$ cat config.mk
export PLATFORM = sky130hd
export DESIGN_NAME = octal_ram_cfg_seq_flat
export DESIGN_NICKNAME = d
export VERILOG_FILES = /design/src/rtl/octal_ram_cfg_seq_if.sv /design/src/rtl/octal_ram_cfg_seq.sv /design/src/flat_wrapper.sv
export SDC_FILE = /design/constraint.sdc
export NUM_CORES = 1
export LEC_CHECK = 0
export BUFFER_PORTS_ARGS = -buffer_cell sky130_fd_sc_hd__buf_2
export CORE_MARGIN = 2
export CORE_UTILIZATION = 58
export DETAILED_ROUTE_END_ITERATION = 10
export GPL_TIMING_DRIVEN = 0
export PLACE_DENSITY = 0.83
export SYNTH_ARGS = -nofsm -noshare
export SYNTH_HDL_FRONTEND = slang
export SYNTH_SLANG_ARGS = --single-unit
$ cat constraint.sdc
create_clock -name iClk -period 2.8 [get_ports iClk]
set_input_delay 0.56 -clock iClk [delete_from_list [all_inputs] [get_ports iClk]]
set_output_delay 0.56 -clock iClk [all_outputs]
set_load 0.05 [all_outputs]
$ cat src/rtl/octal_ram_cfg_seq_if.sv
// Sequencer <-> config table / OctalRAM controller signal bundle.
// The master modport is the sequencer view; slave is the table/controller view.
interface octal_ram_cfg_seq_if;
    logic       iStart;
    logic [7:0] oNo;
    logic [7:0] iRegAddr;
    logic [7:0] iRegData;
    logic       oCmdValid;
    logic       oCmdWr;
    logic [7:0] oCmdAddr;
    logic [7:0] oCmdData;
    logic       iCmdReady;
    logic       iRdValid;
    logic [7:0] iRdData;
    logic       oRbValid;
    logic [7:0] oRbAddr;
    logic [7:0] oRbData;
    logic       oBusy;
    logic       oDone;
    logic       oErr;
    logic       oMismatch;

    modport master (
        input  iStart, iRegAddr, iRegData, iCmdReady, iRdValid, iRdData,
        output oNo, oCmdValid, oCmdWr, oCmdAddr, oCmdData,
               oRbValid, oRbAddr, oRbData, oBusy, oDone, oErr, oMismatch
    );

    modport slave (
        output iStart, iRegAddr, iRegData, iCmdReady, iRdValid, iRdData,
        input  oNo, oCmdValid, oCmdWr, oCmdAddr, oCmdData,
               oRbValid, oRbAddr, oRbData, oBusy, oDone, oErr, oMismatch
    );
endinterface

$ cat src/rtl/octal_ram_cfg_seq.sv
// OctalRAM power-up configuration sequencer: walks the mode-register table issuing
// MRW/MRR commands, reports MRR read-backs and flags mismatches against this run's writes.
module octal_ram_cfg_seq #(
    parameter int unsigned WR_CNT       = 4,
    parameter int unsigned RD_CNT       = 6,
    parameter int unsigned PWRUP_CYCLES = 16,
    parameter int unsigned RD_TIMEOUT   = 255
) (
    input logic                 iClk,
    input logic                 iRst,
    octal_ram_cfg_seq_if.master bus
);
    localparam logic [2:0] S_IDLE    = 3'd0;
    localparam logic [2:0] S_PWRUP   = 3'd1;
    localparam logic [2:0] S_LOOKUP  = 3'd2;
    localparam logic [2:0] S_ISSUE   = 3'd3;
    localparam logic [2:0] S_WAIT_RD = 3'd4;
    localparam logic [2:0] S_DONE    = 3'd5;
    localparam logic [2:0] S_ERR     = 3'd6;

    localparam logic [7:0]  LAST_NO  = 8'(WR_CNT + RD_CNT - 1);
    localparam logic [7:0]  WR_LIM   = 8'(WR_CNT);
    localparam logic [7:0]  RD_LAST  = 8'(RD_TIMEOUT);
    localparam logic [15:0] PWR_LAST = 16'(PWRUP_CYCLES - 1);

    logic [2:0]  state_q, state_d;
    logic [7:0]  no_q, no_d;
    logic [15:0] pwr_cnt_q, pwr_cnt_d;
    logic [7:0]  rd_cnt_q, rd_cnt_d;
    logic        cmd_valid_q, cmd_valid_d;
    logic        cmd_wr_q, cmd_wr_d;
    logic [7:0]  cmd_addr_q, cmd_addr_d;
    logic [7:0]  cmd_data_q, cmd_data_d;
    logic        rb_valid_q, rb_valid_d;
    logic [7:0]  rb_addr_q, rb_addr_d;
    logic [7:0]  rb_data_q, rb_data_d;
    logic        busy_q, busy_d;
    logic        done_q, done_d;
    logic        err_q, err_d;
    logic        mismatch_q, mismatch_d;

    logic [7:0]        sh_addr_q [WR_CNT];
    logic [7:0]        sh_addr_d [WR_CNT];
    logic [7:0]        sh_data_q [WR_CNT];
    logic [7:0]        sh_data_d [WR_CNT];
    logic [WR_CNT-1:0] sh_vld_q, sh_vld_d;

    logic       sh_hit;
    logic [7:0] sh_hit_data;
    logic       advance;

    // Lowest valid shadow entry whose address matches the outstanding MRR.
    always_comb begin
        sh_hit      = 1'b0;
        sh_hit_data = '0;
        for (int unsigned i = 0; i < WR_CNT; i++) begin
            if (!sh_hit && sh_vld_q[i] && (sh_addr_q[i] == cmd_addr_q)) begin
                sh_hit      = 1'b1;
                sh_hit_data = sh_data_q[i];
            end
        end
    end

    always_comb begin
        state_d     = state_q;
        no_d        = no_q;
        pwr_cnt_d   = pwr_cnt_q;
        rd_cnt_d    = rd_cnt_q;
        cmd_valid_d = cmd_valid_q;
        cmd_wr_d    = cmd_wr_q;
        cmd_addr_d  = cmd_addr_q;
        cmd_data_d  = cmd_data_q;
        rb_valid_d  = 1'b0;
        rb_addr_d   = rb_addr_q;
        rb_data_d   = rb_data_q;
        busy_d      = busy_q;
        done_d      = done_q;
        err_d       = err_q;
        mismatch_d  = mismatch_q;
        sh_addr_d   = sh_addr_q;
        sh_data_d   = sh_data_q;
        sh_vld_d    = sh_vld_q;
        advance     = 1'b0;

        case (state_q)
            S_IDLE, S_DONE, S_ERR: begin
                if (bus.iStart) begin
                    state_d    = S_PWRUP;
                    no_d       = '0;
                    pwr_cnt_d  = '0;
                    busy_d     = 1'b1;
                    done_d     = 1'b0;
                    err_d      = 1'b0;
                    mismatch_d = 1'b0;
                    sh_vld_d   = '0;
                end
            end
            S_PWRUP: begin
                if (pwr_cnt_q == PWR_LAST) state_d = S_LOOKUP;
                else                       pwr_cnt_d = pwr_cnt_q + 16'd1;
            end
            S_LOOKUP: begin
                state_d     = S_ISSUE;
                cmd_valid_d = 1'b1;
                cmd_wr_d    = (no_q < WR_LIM);
                cmd_addr_d  = bus.iRegAddr;
                cmd_data_d  = (no_q < WR_LIM) ? bus.iRegData : '0;
            end
            S_ISSUE: begin
                if (bus.iCmdReady) begin
                    cmd_valid_d = 1'b0;
                    if (cmd_wr_q) begin
                        for (int unsigned i = 0; i < WR_CNT; i++) begin
                            if (no_q == 8'(i)) begin
                                sh_addr_d[i] = cmd_addr_q;
                                sh_data_d[i] = cmd_data_q;
                                sh_vld_d[i]  = 1'b1;
                            end
                        end
                        advance = 1'b1;
                    end else begin
                        state_d  = S_WAIT_RD;
                        rd_cnt_d = '0;
                    end
                end
            end
            S_WAIT_RD: begin
                if (bus.iRdValid) begin
                    rb_valid_d = 1'b1;
                    rb_addr_d  = cmd_addr_q;
                    rb_data_d  = bus.iRdData;
                    if (sh_hit && (sh_hit_data != bus.iRdData)) mismatch_d = 1'b1;
                    advance = 1'b1;
                end else if (rd_cnt_q == RD_LAST) begin
                    state_d = S_ERR;
                    err_d   = 1'b1;
                    busy_d  = 1'b0;
                end else begin
                    rd_cnt_d = rd_cnt_q + 8'd1;
                end
            end
            default: state_d = S_IDLE;
        endcase

        // The NEXT step is folded into the completing edge, so each MRW costs LOOKUP+ISSUE only.
        if (advance) begin
            if (no_q == LAST_NO) begin
                state_d = S_DONE;
                done_d  = 1'b1;
                busy_d  = 1'b0;
            end else begin
                no_d    = no_q + 8'd1;
                state_d = S_LOOKUP;
            end
        end
    end

    always_ff @(posedge iClk) begin
        if (iRst) begin
            state_q     <= S_IDLE;
            no_q        <= '0;
            pwr_cnt_q   <= '0;
            rd_cnt_q    <= '0;
            cmd_valid_q <= 1'b0;
            cmd_wr_q    <= 1'b0;
            cmd_addr_q  <= '0;
            cmd_data_q  <= '0;
            rb_valid_q  <= 1'b0;
            rb_addr_q   <= '0;
            rb_data_q   <= '0;
            busy_q      <= 1'b0;
            done_q      <= 1'b0;
            err_q       <= 1'b0;
            mismatch_q  <= 1'b0;
            sh_vld_q    <= '0;
        end else begin
            state_q     <= state_d;
            no_q        <= no_d;
            pwr_cnt_q   <= pwr_cnt_d;
            rd_cnt_q    <= rd_cnt_d;
            cmd_valid_q <= cmd_valid_d;
            cmd_wr_q    <= cmd_wr_d;
            cmd_addr_q  <= cmd_addr_d;
            cmd_data_q  <= cmd_data_d;
            rb_valid_q  <= rb_valid_d;
            rb_addr_q   <= rb_addr_d;
            rb_data_q   <= rb_data_d;
            busy_q      <= busy_d;
            done_q      <= done_d;
            err_q       <= err_d;
            mismatch_q  <= mismatch_d;
            sh_vld_q    <= sh_vld_d;
        end
    end

    // Shadow payload is qualified by sh_vld_q, so it needs no reset.
    always_ff @(posedge iClk) begin
        sh_addr_q <= sh_addr_d;
        sh_data_q <= sh_data_d;
    end

    assign bus.oNo       = no_q;
    assign bus.oCmdValid = cmd_valid_q;
    assign bus.oCmdWr    = cmd_wr_q;
    assign bus.oCmdAddr  = cmd_addr_q;
    assign bus.oCmdData  = cmd_data_q;
    assign bus.oRbValid  = rb_valid_q;
    assign bus.oRbAddr   = rb_addr_q;
    assign bus.oRbData   = rb_data_q;
    assign bus.oBusy     = busy_q;
    assign bus.oDone     = done_q;
    assign bus.oErr      = err_q;
    assign bus.oMismatch = mismatch_q;
endmodule

$ cat src/flat_wrapper.sv
// flat-port wrapper written by rule: the top's interface ports become plain ports
module octal_ram_cfg_seq_flat 
#(
    parameter int unsigned WR_CNT       = 4,
    parameter int unsigned RD_CNT       = 6,
    parameter int unsigned PWRUP_CYCLES = 16,
    parameter int unsigned RD_TIMEOUT   = 255
)
  (iClk, iRst, bus_iStart, bus_iRegAddr, bus_iRegData, bus_iCmdReady, bus_iRdValid, bus_iRdData, bus_oNo, bus_oCmdValid, bus_oCmdWr, bus_oCmdAddr, bus_oCmdData, bus_oRbValid, bus_oRbAddr, bus_oRbData, bus_oBusy, bus_oDone, bus_oErr, bus_oMismatch);
  octal_ram_cfg_seq_if bus_i ();
  input logic iClk;
  input logic iRst;
  input wire logic [$bits(bus_i.iStart)-1:0] bus_iStart;
  input wire logic [$bits(bus_i.iRegAddr)-1:0] bus_iRegAddr;
  input wire logic [$bits(bus_i.iRegData)-1:0] bus_iRegData;
  input wire logic [$bits(bus_i.iCmdReady)-1:0] bus_iCmdReady;
  input wire logic [$bits(bus_i.iRdValid)-1:0] bus_iRdValid;
  input wire logic [$bits(bus_i.iRdData)-1:0] bus_iRdData;
  output wire logic [$bits(bus_i.oNo)-1:0] bus_oNo;
  output wire logic [$bits(bus_i.oCmdValid)-1:0] bus_oCmdValid;
  output wire logic [$bits(bus_i.oCmdWr)-1:0] bus_oCmdWr;
  output wire logic [$bits(bus_i.oCmdAddr)-1:0] bus_oCmdAddr;
  output wire logic [$bits(bus_i.oCmdData)-1:0] bus_oCmdData;
  output wire logic [$bits(bus_i.oRbValid)-1:0] bus_oRbValid;
  output wire logic [$bits(bus_i.oRbAddr)-1:0] bus_oRbAddr;
  output wire logic [$bits(bus_i.oRbData)-1:0] bus_oRbData;
  output wire logic [$bits(bus_i.oBusy)-1:0] bus_oBusy;
  output wire logic [$bits(bus_i.oDone)-1:0] bus_oDone;
  output wire logic [$bits(bus_i.oErr)-1:0] bus_oErr;
  output wire logic [$bits(bus_i.oMismatch)-1:0] bus_oMismatch;
  assign bus_i.iStart = bus_iStart;
  assign bus_i.iRegAddr = bus_iRegAddr;
  assign bus_i.iRegData = bus_iRegData;
  assign bus_i.iCmdReady = bus_iCmdReady;
  assign bus_i.iRdValid = bus_iRdValid;
  assign bus_i.iRdData = bus_iRdData;
  assign bus_oNo = bus_i.oNo;
  assign bus_oCmdValid = bus_i.oCmdValid;
  assign bus_oCmdWr = bus_i.oCmdWr;
  assign bus_oCmdAddr = bus_i.oCmdAddr;
  assign bus_oCmdData = bus_i.oCmdData;
  assign bus_oRbValid = bus_i.oRbValid;
  assign bus_oRbAddr = bus_i.oRbAddr;
  assign bus_oRbData = bus_i.oRbData;
  assign bus_oBusy = bus_i.oBusy;
  assign bus_oDone = bus_i.oDone;
  assign bus_oErr = bus_i.oErr;
  assign bus_oMismatch = bus_i.oMismatch;
  octal_ram_cfg_seq #(.WR_CNT(WR_CNT), .RD_CNT(RD_CNT), .PWRUP_CYCLES(PWRUP_CYCLES), .RD_TIMEOUT(RD_TIMEOUT)) u_core (.iClk(iClk), .iRst(iRst), .bus(bus_i));
endmodule
Word level (Yosys, flattened, before mapping)
Index checks and enable logic that the tools add are counted.
{"block": "classes", "n_addsub": 3, "n_lt_le_gt_ge": 1, "n_eq_ne": 37, "n_mux": 61, "bitwise": 1, "n_reduce_logical": 35}
{"operator": "2-to-1 mux 8 bit", "n": 13}
{"operator": "equality test 8 bit", "n": 4}
{"operator": "2-to-1 mux 16 bit", "n": 2}
{"operator": "case mux 16 bit (2 select lines)", "n": 1}
{"operator": "2-to-1 mux 1 bit", "n": 26}
{"operator": "AND reduction 5 bit", "n": 5}
{"operator": "2-to-1 mux 3 bit", "n": 8}
{"operator": "AND reduction 4 bit", "n": 6}
{"operator": "adder 16 x 1 -> 16 bit, second input constant", "n": 1}
{"operator": "adder 8 x 1 -> 8 bit, second input constant", "n": 2}
{"operator": "equality test 16 x 4 -> 1 bit, second input constant", "n": 1}
{"operator": "equality test 8 x 2 -> 1 bit, second input constant", "n": 2}
{"operator": "case mux 8 bit (2 select lines)", "n": 1}
{"operator": "case mux 3 bit (5 select lines)", "n": 1}
{"operator": "inequality test 2 x 1 -> 1 bit, second input constant", "n": 7}
{"operator": "inequality test 2 bit, second input constant", "n": 7}
{"operator": "2-to-1 mux 4 bit", "n": 3}
{"operator": "case mux 1 bit (2 select lines)", "n": 5}
{"operator": "nonzero test 2 bit", "n": 5}
{"operator": "equality test 3 bit, second input constant", "n": 3}
{"operator": "inequality test 3 x 2 -> 1 bit, second input constant", "n": 3}
{"operator": "equality test 8 x 1 -> 1 bit, second input constant", "n": 1}
{"operator": "equality test 8 x 4 -> 1 bit, second input constant", "n": 1}
{"operator": "equality test 8 bit, second input constant", "n": 1}
{"operator": "other kinds (17)", "n": 29}
{"block": "word_totals", "reg_bits": 142, "in_bits": 29, "out_inout_bits": 47, "elab_cells": 165}

Logic depth before layout (Yosys ltp)
Gate-level depths: netlist (run 1).
{"block": "depth", "word_depth": 20, "mapped_depth": 12, "ltp_nobuf": 10}

Least setup slack after synthesis (run 1)
OpenSTA, ideal clock, no wires.
{"block": "synth_path", "path_kind": "reg2reg", "from": "register u_core.cmd_addr_q[7] (netlist: u_core.bus.oCmdAddr[7])", "to": "register u_core.mismatch_q (netlist: u_core.bus.oMismatch)", "arrival_time_ns": 2.738, "required_time_ns": 2.670, "slack_ns": -0.069, "path_stages_with_launch": 11, "path_buffers": 1, "cell_sequence": "dfxtp_1 buf_4 xnor2_1 nand4_1 or3_1 or4b_1 o22ai_1 xnor2_1 nand2_1 a2111oi_2 a211oi_1"}
{"block": "synth_between", "elab_chain_cells": 19}
{"element": "start: declaration", "line": "octal_ram_cfg_seq.sv:32", "source": "logic [7:0] cmd_addr_q, cmd_addr_d;"}
{"element": "start signal: assignment", "line": "octal_ram_cfg_seq.sv:183", "source": "cmd_addr_q <= cmd_addr_d;"}
{"element": "equality test 8 bit", "line": "octal_ram_cfg_seq.sv:57", "source": "if (!sh_hit && sh_vld_q[i] && (sh_addr_q[i] == cmd_addr_q)) begin"}
{"element": "logical AND 1 bit", "line": "octal_ram_cfg_seq.sv:57"}
{"element": "2-to-1 mux 1 bit", "line": "octal_ram_cfg_seq.sv:57"}
{"element": "zero test 1 bit", "line": "octal_ram_cfg_seq.sv:57"}
{"element": "logical AND 1 bit (2 in a row)", "line": "octal_ram_cfg_seq.sv:57"}
{"element": "2-to-1 mux 1 bit", "line": "octal_ram_cfg_seq.sv:57"}
{"element": "zero test 1 bit", "line": "octal_ram_cfg_seq.sv:57"}
{"element": "logical AND 1 bit (2 in a row)", "line": "octal_ram_cfg_seq.sv:57"}
{"element": "2-to-1 mux 1 bit", "line": "octal_ram_cfg_seq.sv:57"}
{"element": "zero test 1 bit", "line": "octal_ram_cfg_seq.sv:57"}
{"element": "logical AND 1 bit (2 in a row)", "line": "octal_ram_cfg_seq.sv:57"}
{"element": "2-to-1 mux 8 bit", "line": "octal_ram_cfg_seq.sv:57"}
{"element": "inequality test 8 bit", "line": "octal_ram_cfg_seq.sv:132", "source": "if (sh_hit && (sh_hit_data != bus.iRdData)) mismatch_d = 1'b1;"}
{"element": "logical AND 1 bit (*)", "line": "octal_ram_cfg_seq.sv:132"}
{"element": "inequality test 2 x 1 -> 1 bit (no line) (*)"}
{"element": "AND reduction 4 bit (no line) (*)"}
{"element": "end signal: assignment", "line": "octal_ram_cfg_seq.sv:191", "source": "mismatch_q <= mismatch_d;"}
{"element": "end: declaration", "line": "octal_ram_cfg_seq.sv:40", "source": "logic mismatch_q, mismatch_d;"}
Every way passes the cells marked *; elsewhere a longest branch is shown, timed or not.
A chain may end at the register's enable or synchronous reset.

Worst setup path after layout (run 1)
{"block": "layout_path", "from": "register u_core.cmd_addr_q[0] (netlist: u_core.bus.oCmdAddr[0])", "to": "register u_core.mismatch_q (netlist: u_core.bus.oMismatch)"}
Same word-level chain as after synthesis.

==> metrics.md, run 1 <==
| Metric | Value |
|---|---|
| Place WS | 0.0195 ns |
| Worst Tran Pin Value | 1.16 ns |
| Clock transition at path regs | 0.06 ns |
| Die Area | 11,800 µm² |
| Post-DP HPWL | 10,600 µm |
| Period utilization | 101% |
| Synth Instances | 638 |
| Slew headroom | 21.9% |
| Cell area after synthesis | 6330 µm² |
| Count of warnings emitted by yosys | 0 |
| CP bufs+invs | 1 |
| IO Count | 76 |
| Total clock sinks | 142 |
| HP Class | in -> reg |
| CTS H-tree depth | 4 |
| Cell at the slowest stage of the critical path | or4b_1 |
| Pwr Density | 774 nW/µm² |
| Largest net degree at the start of global routing | 18 |
| Worst Setup Start Kind | register |
| Final Hold Fails | 0 |
| Initial antenna violation count | 0 |
| TritonCTS clock tree | done |
| # DRC | 0 |
| CP Class | reg -> reg |
| Slowest stage delay, CP | 0.57 ns |
| CP arrival | 3.24 ns |
| Cts bufs inserted | 17 |
| Worst-path fanout max | 6 |
| Syn_nets | 673 |
| Setup violators final | 1 |
| Fin util | 70.4% |
| Postcts setup bufs | 0 |
| Area Overhead vs Synth | 19.7% |
| Avg Vias per Cell | 5.89 |
| Hold_ws | 0.248 ns |
| Max IR drop VDD | 0.000382 V |
| Leak | 2.86 nW |
| Via count | 5,207 |
| Max-slew violations | 0 |
| Crit-path cells | buf_6, xnor2_1, nand2_1, or3_1, or4b_1, o22ai_1, xnor2_1, nand2_1, a2111oi_2, a211oi_1 |
| DR WL/cell | 17.7 µm |
| Status | finished with violations |
| Post-route setup TNS | -0.0331 ns |
| Starting density of the core | 58.9% |
| Layout Cells excl Fill | 884 |
| First drt pass iteration count | 5 |
| Die X-Extent | 108 µm |
| Unrepaired setup endpoints after global routing | true |
| Total congestion overflow | 0 |
| Placed Cells | 852 |
| Vias in the first global route | 5,000 |
| Root buffer cell | clkbuf_8 |
| Final min period | 2.83 ns |
| Yosys reg bits | 142 |
| Post-route setup slack | -0.0331 ns |
| Layout cells sized above 1 | 19.9% |
| Filler cells | 796 |
| Seq/Total Area, Yosys | 55.1% |
| # rows | 38 |
| Req. time, crit path | 3.21 ns |
| Clock tree buffer depth | 2 |
| Number of synthesized flops with an enable pin | 64 |
| Mean Syn Cell Area | 9.92 µm² |
| Tot GR Track Use | 27.7% |
| Routed WL | 15,700 µm |
| Vert. Die Dim | 108 µm |
| Max Cap Viol | 0 |
| DRT antenna net count | 0 |
| Synth cell types | 50 |
| Clk Latency, worst-skew pair | 0.55 ns |
| Setup Skew | 0.0115 ns |
| FFs w/ async S/R, synth | 0% |
| CP top delay family | simple AND/OR/NAND/NOR gates |
| PortBufs | 74 |
| 1st-iter DRT viols | 349 |
| Top FF cell, synth | dfxtp_1 |
| Violated checks | negative setup slack |
| Max Fclk | 0.353 GHz |
| Routability congestion estimate | 0.875 |
| Global-route wire length before repair | 24,400 µm |
| CP Capture Type | register |
| Ant diodes | 0 |
| Core ar. | 10,700 µm² |
| Nets | 766 |
## registers in the layout (all words and copies together) (netlist names)
name	flops
u_core.sh_addr_q	32
u_core.sh_data_q	32
u_core.pwr_cnt_q	16
u_core.bus.oCmdAddr	8
u_core.bus.oCmdData	8
u_core.bus.oNo	8
u_core.bus.oRbAddr	8
u_core.bus.oRbData	8
u_core.rd_cnt_q	8
u_core.sh_vld_q	4
u_core.state_q	3
u_core.bus.oBusy	1
u_core.bus.oCmdValid	1
u_core.bus.oCmdWr	1
u_core.bus.oDone	1
u_core.bus.oErr	1
u_core.bus.oMismatch	1
u_core.bus.oRbValid	1
## cell type report
class                   instances  area, µm²  share of cell area, %
flip-flops and latches        142       3490                   46.1
multi-input cells             445       2630                   34.7
clock buffers                  25        548                   7.24
repair buffers                 74        370                   4.89
plain buffers                  36        208                   2.74
well taps                     140        175                   2.31
clock inverters                 7       92.6                   1.22
inverters                      15       56.3                  0.744
## cell families (layout without fill, tap and decap cells)
| group | after synthesis | after routing | share of synthesized area, % |
|---|---|---|---|
| flops | 142 | 142 | 55.1 |
| buf+inv | 51 | 157 | 4.11 |
| xor+xnor | 60 | 60 | 8.78 |
| compound gates | 104 | 104 | 10.1 |
| mux | 3 | 3 | 0.475 |
| fa+ha+maj | 6 | 6 | 1.19 |
| simple gates | 272 | 272 | 20.3 |
## path summary, 6_finish.rpt
kind                            depth (start not counted)              startpoint                endpoint  slack, ns
worst max-delay path                                   10  u_core.bus.oCmdAddr[0]    u_core.bus.oMismatch      -0.03
worst min-delay path                                    3         bus_iRegAddr[0]  u_core.bus.oCmdAddr[0]       0.25
worst max register to register                         10  u_core.bus.oCmdAddr[0]    u_core.bus.oMismatch      -0.03
worst min register to register                          2   u_core.bus.oRbAddr[0]   u_core.bus.oRbAddr[0]       0.46
## worst min-delay path, cell delays in order
cell	delay, ns
buf_2	0.09
nand2_1	0.05
a21oi_1	0.05
## layout by cell type, fill, tap and decap left out, drive strengths merged, types with 3 or more instances in the layout
master	count
a211oi	14
a21oi	48
and2	9
and3	14
buf	89
clkbuf	46
clkinv	3
dfxtp	78
edfxtp	64
ha	6
inv	16
mux2i	3
nand2	88
nand2b	5
nand3	25
nand4	16
nor2	71
nor2b	3
nor3	20
nor4	5
o21ai	16
o22ai	9
or3	9
xnor2	36
xor2	24
## synthesized netlist by cell type, types with 2 or more instances
master	instances	area (µm²)
buf_2	4	20.0
and3_1	14	87.6
buf_6	7	78.8
a211oi_1	14	105
and2_1	8	50.1
clkbuf_1	21	78.8
o22ai_1	9	56.3
a22oi_1	2	15.0
mux2i_1	3	30.0
a31oi_1	2	12.5
ha_1	6	75.1
nand3b_1	2	15.0
xor2_1	20	175
a221oi_1	2	17.5
o21ai_1	5	25.0
nor2_1	71	267
o311a_1	2	20.0
nand2b_1	5	31.3
xor2_2	4	65.1
nor4_1	4	25.0
nand4_1	16	100
a21oi_1	48	240
nor2b_1	3	18.8
xnor2_1	36	315
nor3_1	20	100
edfxtp_1	64	1920
inv_1	15	56.3
nand2_1	88	330
o21ai_0	11	55.1
buf_4	3	22.5
or3_1	9	56.3
dfxtp_1	78	1560
nand3_1	25	125
## where the power goes
part           total [mW]  switching, mW  internal (mW)
clock                2.38          0.852           1.52
sequential           2.38         0.0939           2.28
combinational        1.11          0.771          0.336
## per-stage QoR
step / power (mW) / area [µm²]
floorplan: 3.19 / 6340
global placement: 3.44 / 6880
detailed placement: 3.48 / 6880
CTS: 5.83 / 7530
global route: 6.05 / 7570
finish: 5.86 / 7570
## metal layers
layer	vias up	GRT usage [%]	part of all wire [%]
li1	2422	-	-
met1	2513	33.4	40
met2	228	47.5	51
met3	44	6.57	6.9
met4	0	11.9	2.6
met5	-	0	0
## what timing repair did
| action | 4_1_cts | 5_1_grt |
|---|---|---|
| hold buffers | 0 | 0 |
| gates cloned | 0 | 0 |
| gates resized for setup | 2 | 13 |
| hold endpoints to repair | 0 | 0 |
| endpoints found under the setup margin | 1 | 70 |
Note: power is estimated with default switching activity, not from simulation.
==> run 2, diff against run 1 <==
--- a/config.mk
+++ b/config.mk
@@ -6,11 +6,14 @@
 export NUM_CORES = 1
 export LEC_CHECK = 0
 export BUFFER_PORTS_ARGS = -buffer_cell sky130_fd_sc_hd__buf_2
+export CAP_MARGIN = 10
+export CELL_PAD_IN_SITES_DETAIL_PLACEMENT = 0
+export CELL_PAD_IN_SITES_GLOBAL_PLACEMENT = 1
 export CORE_MARGIN = 2
-export CORE_UTILIZATION = 58
+export CORE_UTILIZATION = 45
 export DETAILED_ROUTE_END_ITERATION = 10
 export GPL_TIMING_DRIVEN = 0
-export PLACE_DENSITY = 0.83
+export PLACE_DENSITY_LB_ADDON = 0.1
 export SYNTH_ARGS = -nofsm -noshare
 export SYNTH_HDL_FRONTEND = slang
 export SYNTH_SLANG_ARGS = --single-unit
==> metrics.md, run 2 (synthesized netlist as in run 1, its figures left out) <==
| Metric | Value |
|---|---|
| Max Fclk | 0.373 GHz (+5.6%) |
| Final min period | 2.68 ns (-0.151 ns) |
| Worst Setup Start Kind | register |
| IO Count | 76 (unchanged) |
| Max-slew violations | 0 (unchanged) |
| # DRC | 0 (unchanged) |
| Vias in the first global route | 4,622 (-7.6%) |
| PortBufs | 74 (unchanged) |
| Setup violators final | 0 (-1) |
| Starting density of the core | 45.8% (-13 points) |
| Global-route wire length before repair | 24,200 µm (-1.2%) |
| Slowest stage delay, CP | 0.42 ns (-0.15 ns) |
| CP Capture Type | register |
| Sequential cell area | 3500 µm² (+0.21%) |
| CTS H-tree depth | 4 (unchanged) |
| Max IR drop VDD | 0.000588 V (+54%) |
| Worst R2R End | u_core.bus.oMismatch |
| Fin util | 55.2% (-15 points) |
| Cell at the slowest stage of the critical path | nor4_4 |
| Post-DP HPWL | 11,000 µm (+4.2%) |
| Die Area | 15,000 µm² (+28%) |
| Via count | 4,896 (-6.0%) |
| Largest registers | u_core.sh_addr_q: 32 flops, u_core.sh_data_q: 32 flops, u_core.pwr_cnt_q: 16 flops |
| Initial antenna violation count | 0 (unchanged) |
| Worst Tran Pin Value | 1.05 ns (-0.110 ns) |
| CP bufs+invs | 3 (+2) |
| Setup Skew | 0.00639 ns (-0.00515 ns) |
| Core ar. | 13,800 µm² (+29%) |
| Clock transition at path regs | 0.05 ns (about the same) |
| Nets | 768 (+0.26%) |
| Max Cap Viol | 0 (unchanged) |
| Ant diodes | 0 (unchanged) |
| Final Hold Fails | 0 (unchanged) |
| DR WL/cell | 16.8 µm (-5.5%) |
| Root buffer cell | clkbuf_16 |
| Multi-input combinational cell area | 2680 µm² (+2.2%) |
| CP Class | reg -> reg |
| Area Overhead vs Synth | 20.7% |
| Most frequent cells in the layout | 88 x nand2_1, 77 x buf_2, 71 x nor2_1, 70 x dfxtp_1, 64 x edfxtp_1 |
| Pwr Density | 738 nW/µm² (-4.6%) |
| CP Capture Point | u_core.bus.oMismatch |
| CP arrival | 2.96 ns (-0.28 ns) |
| Period utilization | 95.8% (-5.4 points) |
| Clk Latency, worst-skew pair | 0.42 ns (-0.13 ns) |
| Routability congestion estimate | 0.872 (-0.24%) |
| Post-route setup slack | 0.118 ns (+0.151 ns) |
| CTS Hold Bufs | 0 (unchanged) |
| Commonest non-fill, non-tap cell in the layout | nand2_1 |
| FF-to-FF setup slack | 0.12 ns (+0.15 ns) |
| Routed WL | 15,500 µm (-1.0%) |
| Largest net degree at the start of global routing | 18 (unchanged) |
| Slew headroom | 29.3% (+7.4 points) |
| Worst-path fanout max | 10 (+4) |
| Die X-Extent | 123 µm (+13%) |
| Status | finished clean |
| Cts bufs inserted | 17 (unchanged) |
| Layout cells sized above 1 | 20.2% (+0.35 points) |
| Reg-to-reg critical path startpoint | u_core.bus.oCmdAddr[1] |
| DRT antenna net count | 0 (unchanged) |
| First drt pass iteration count | 5 (unchanged) |
| Filler cells | 1,243 (+56%) |
| TritonCTS clock tree | done |
| Total congestion overflow | 0 (unchanged) |
| CP top delay family | compound AO/OA/AOI/OAI gates |
| Place WS | 0.0340 ns (+0.0145 ns) |
| Clock tree buffer depth | 2 (unchanged) |
| Crit-path cells | buf_6, xor2_2, nor4_4, and3_1, buf_6, o31ai_2, buf_6, a211oi_1, nor3_1, a2bb2oi_1, a2111oi_2, a211oi_1 |
| # rows | 43 (+13%) |
| Stages on the worst setup path | 12 (+2) |
| Total clock sinks | 142 (unchanged) |
| Leak | 2.83 nW (-1.1%) |
| Vert. Die Dim | 123 µm (+13%) |
| Crit path from | u_core.bus.oCmdAddr[1] |
| Avg Vias per Cell | 5.29 (-10%) |
| R2r worst-path depth | 12 (+2) |
| Most frequent cell on the critical path | buf_6 |
| HP Class | in -> reg |
| Power Total | 5.64 mW (-3.7%) |
| Tot GR Track Use | 21.6% (-6.2 points) |
| 1st-iter DRT viols | 298 (-15%) |
| Req. time, crit path | 3.08 ns (-0.13 ns) |
run 2: worst min-delay path by stage:
stage,start,endpoint,slack (ns),depth (start not counted)
detailed placement,u_core.bus.oRbData[0],u_core.bus.oRbData[0],0.45,2
global route,bus_iRegAddr[3],u_core.bus.oCmdAddr[3],0.38,3
CTS,bus_iRegAddr[7],u_core.bus.oCmdAddr[7],0.36,3
global placement,u_core.bus.oRbAddr[6],u_core.bus.oRbAddr[6],0.44,2
floorplan,u_core.sh_vld_q[0],u_core.sh_vld_q[0],0.44,2
finish,bus_iRegAddr[7],u_core.bus.oCmdAddr[7],0.38,3
run 2: final cells by class:
type / count / share of cell area, %
clock buffers: 24 / 6.18
inverters: 15 / 0.737
clock inverters: 8 / 1.18
repair buffers: 76 / 5.05
well taps: 180 / 2.95
flip-flops and latches: 142 / 45.8
multi-input cells: 445 / 35.1
plain buffers: 36 / 2.95
run 2: report_power, final:
group	switching [mW]	internal, mW	total, mW
clock network	0.814	1.35	2.16
registers	0.0970	2.29	2.38
logic	0.753	0.345	1.10
total	1.66	3.98	5.64
run 2: metal layers:
layer | wire length (µm) | GRT usage, % | vias to the layer above
li1 | - | - | 2431
met1 | 7280 | 29.5 | 2350
met2 | 7440 | 33.9 | 97
met3 | 607 | 4.88 | 18
met4 | 197 | 7.26 | 0
met5 | 0 | 0 | -
run 2: stage by stage:
step / hold WS (ns) / instances / TNS, ns / instance area [µm²]
2_1_floorplan: 0.440 / 638 / 0 / 6340
3_3_place_gp: 0.441 / 892 / 0 / 6930
3_5_place_dp: 0.446 / 892 / 0 / 6930
4_1_cts: 0.361 / 924 / 0 / 7490
5_1_grt: 0.382 / 926 / -0.0167 / 7640
6_report: 0.376 / 926 / 0 / 7640
run 2: worst reg2reg max path, stage by stage (launching register included):
cell	delay [ns]
dfxtp_2	0.35
buf_6	0.15
xor2_2	0.19
nor4_4	0.42
and3_1	0.23
buf_6	0.15
o31ai_2	0.10
buf_6	0.17
a211oi_1	0.23
nor3_1	0.08
a2bb2oi_1	0.15
a2111oi_2	0.22
a211oi_1	0.11
run 2: timing repair:
action                     CTS  global route
setup endpoints to repair    0            53
resized for setup            0            30
buffers inserted             0             2
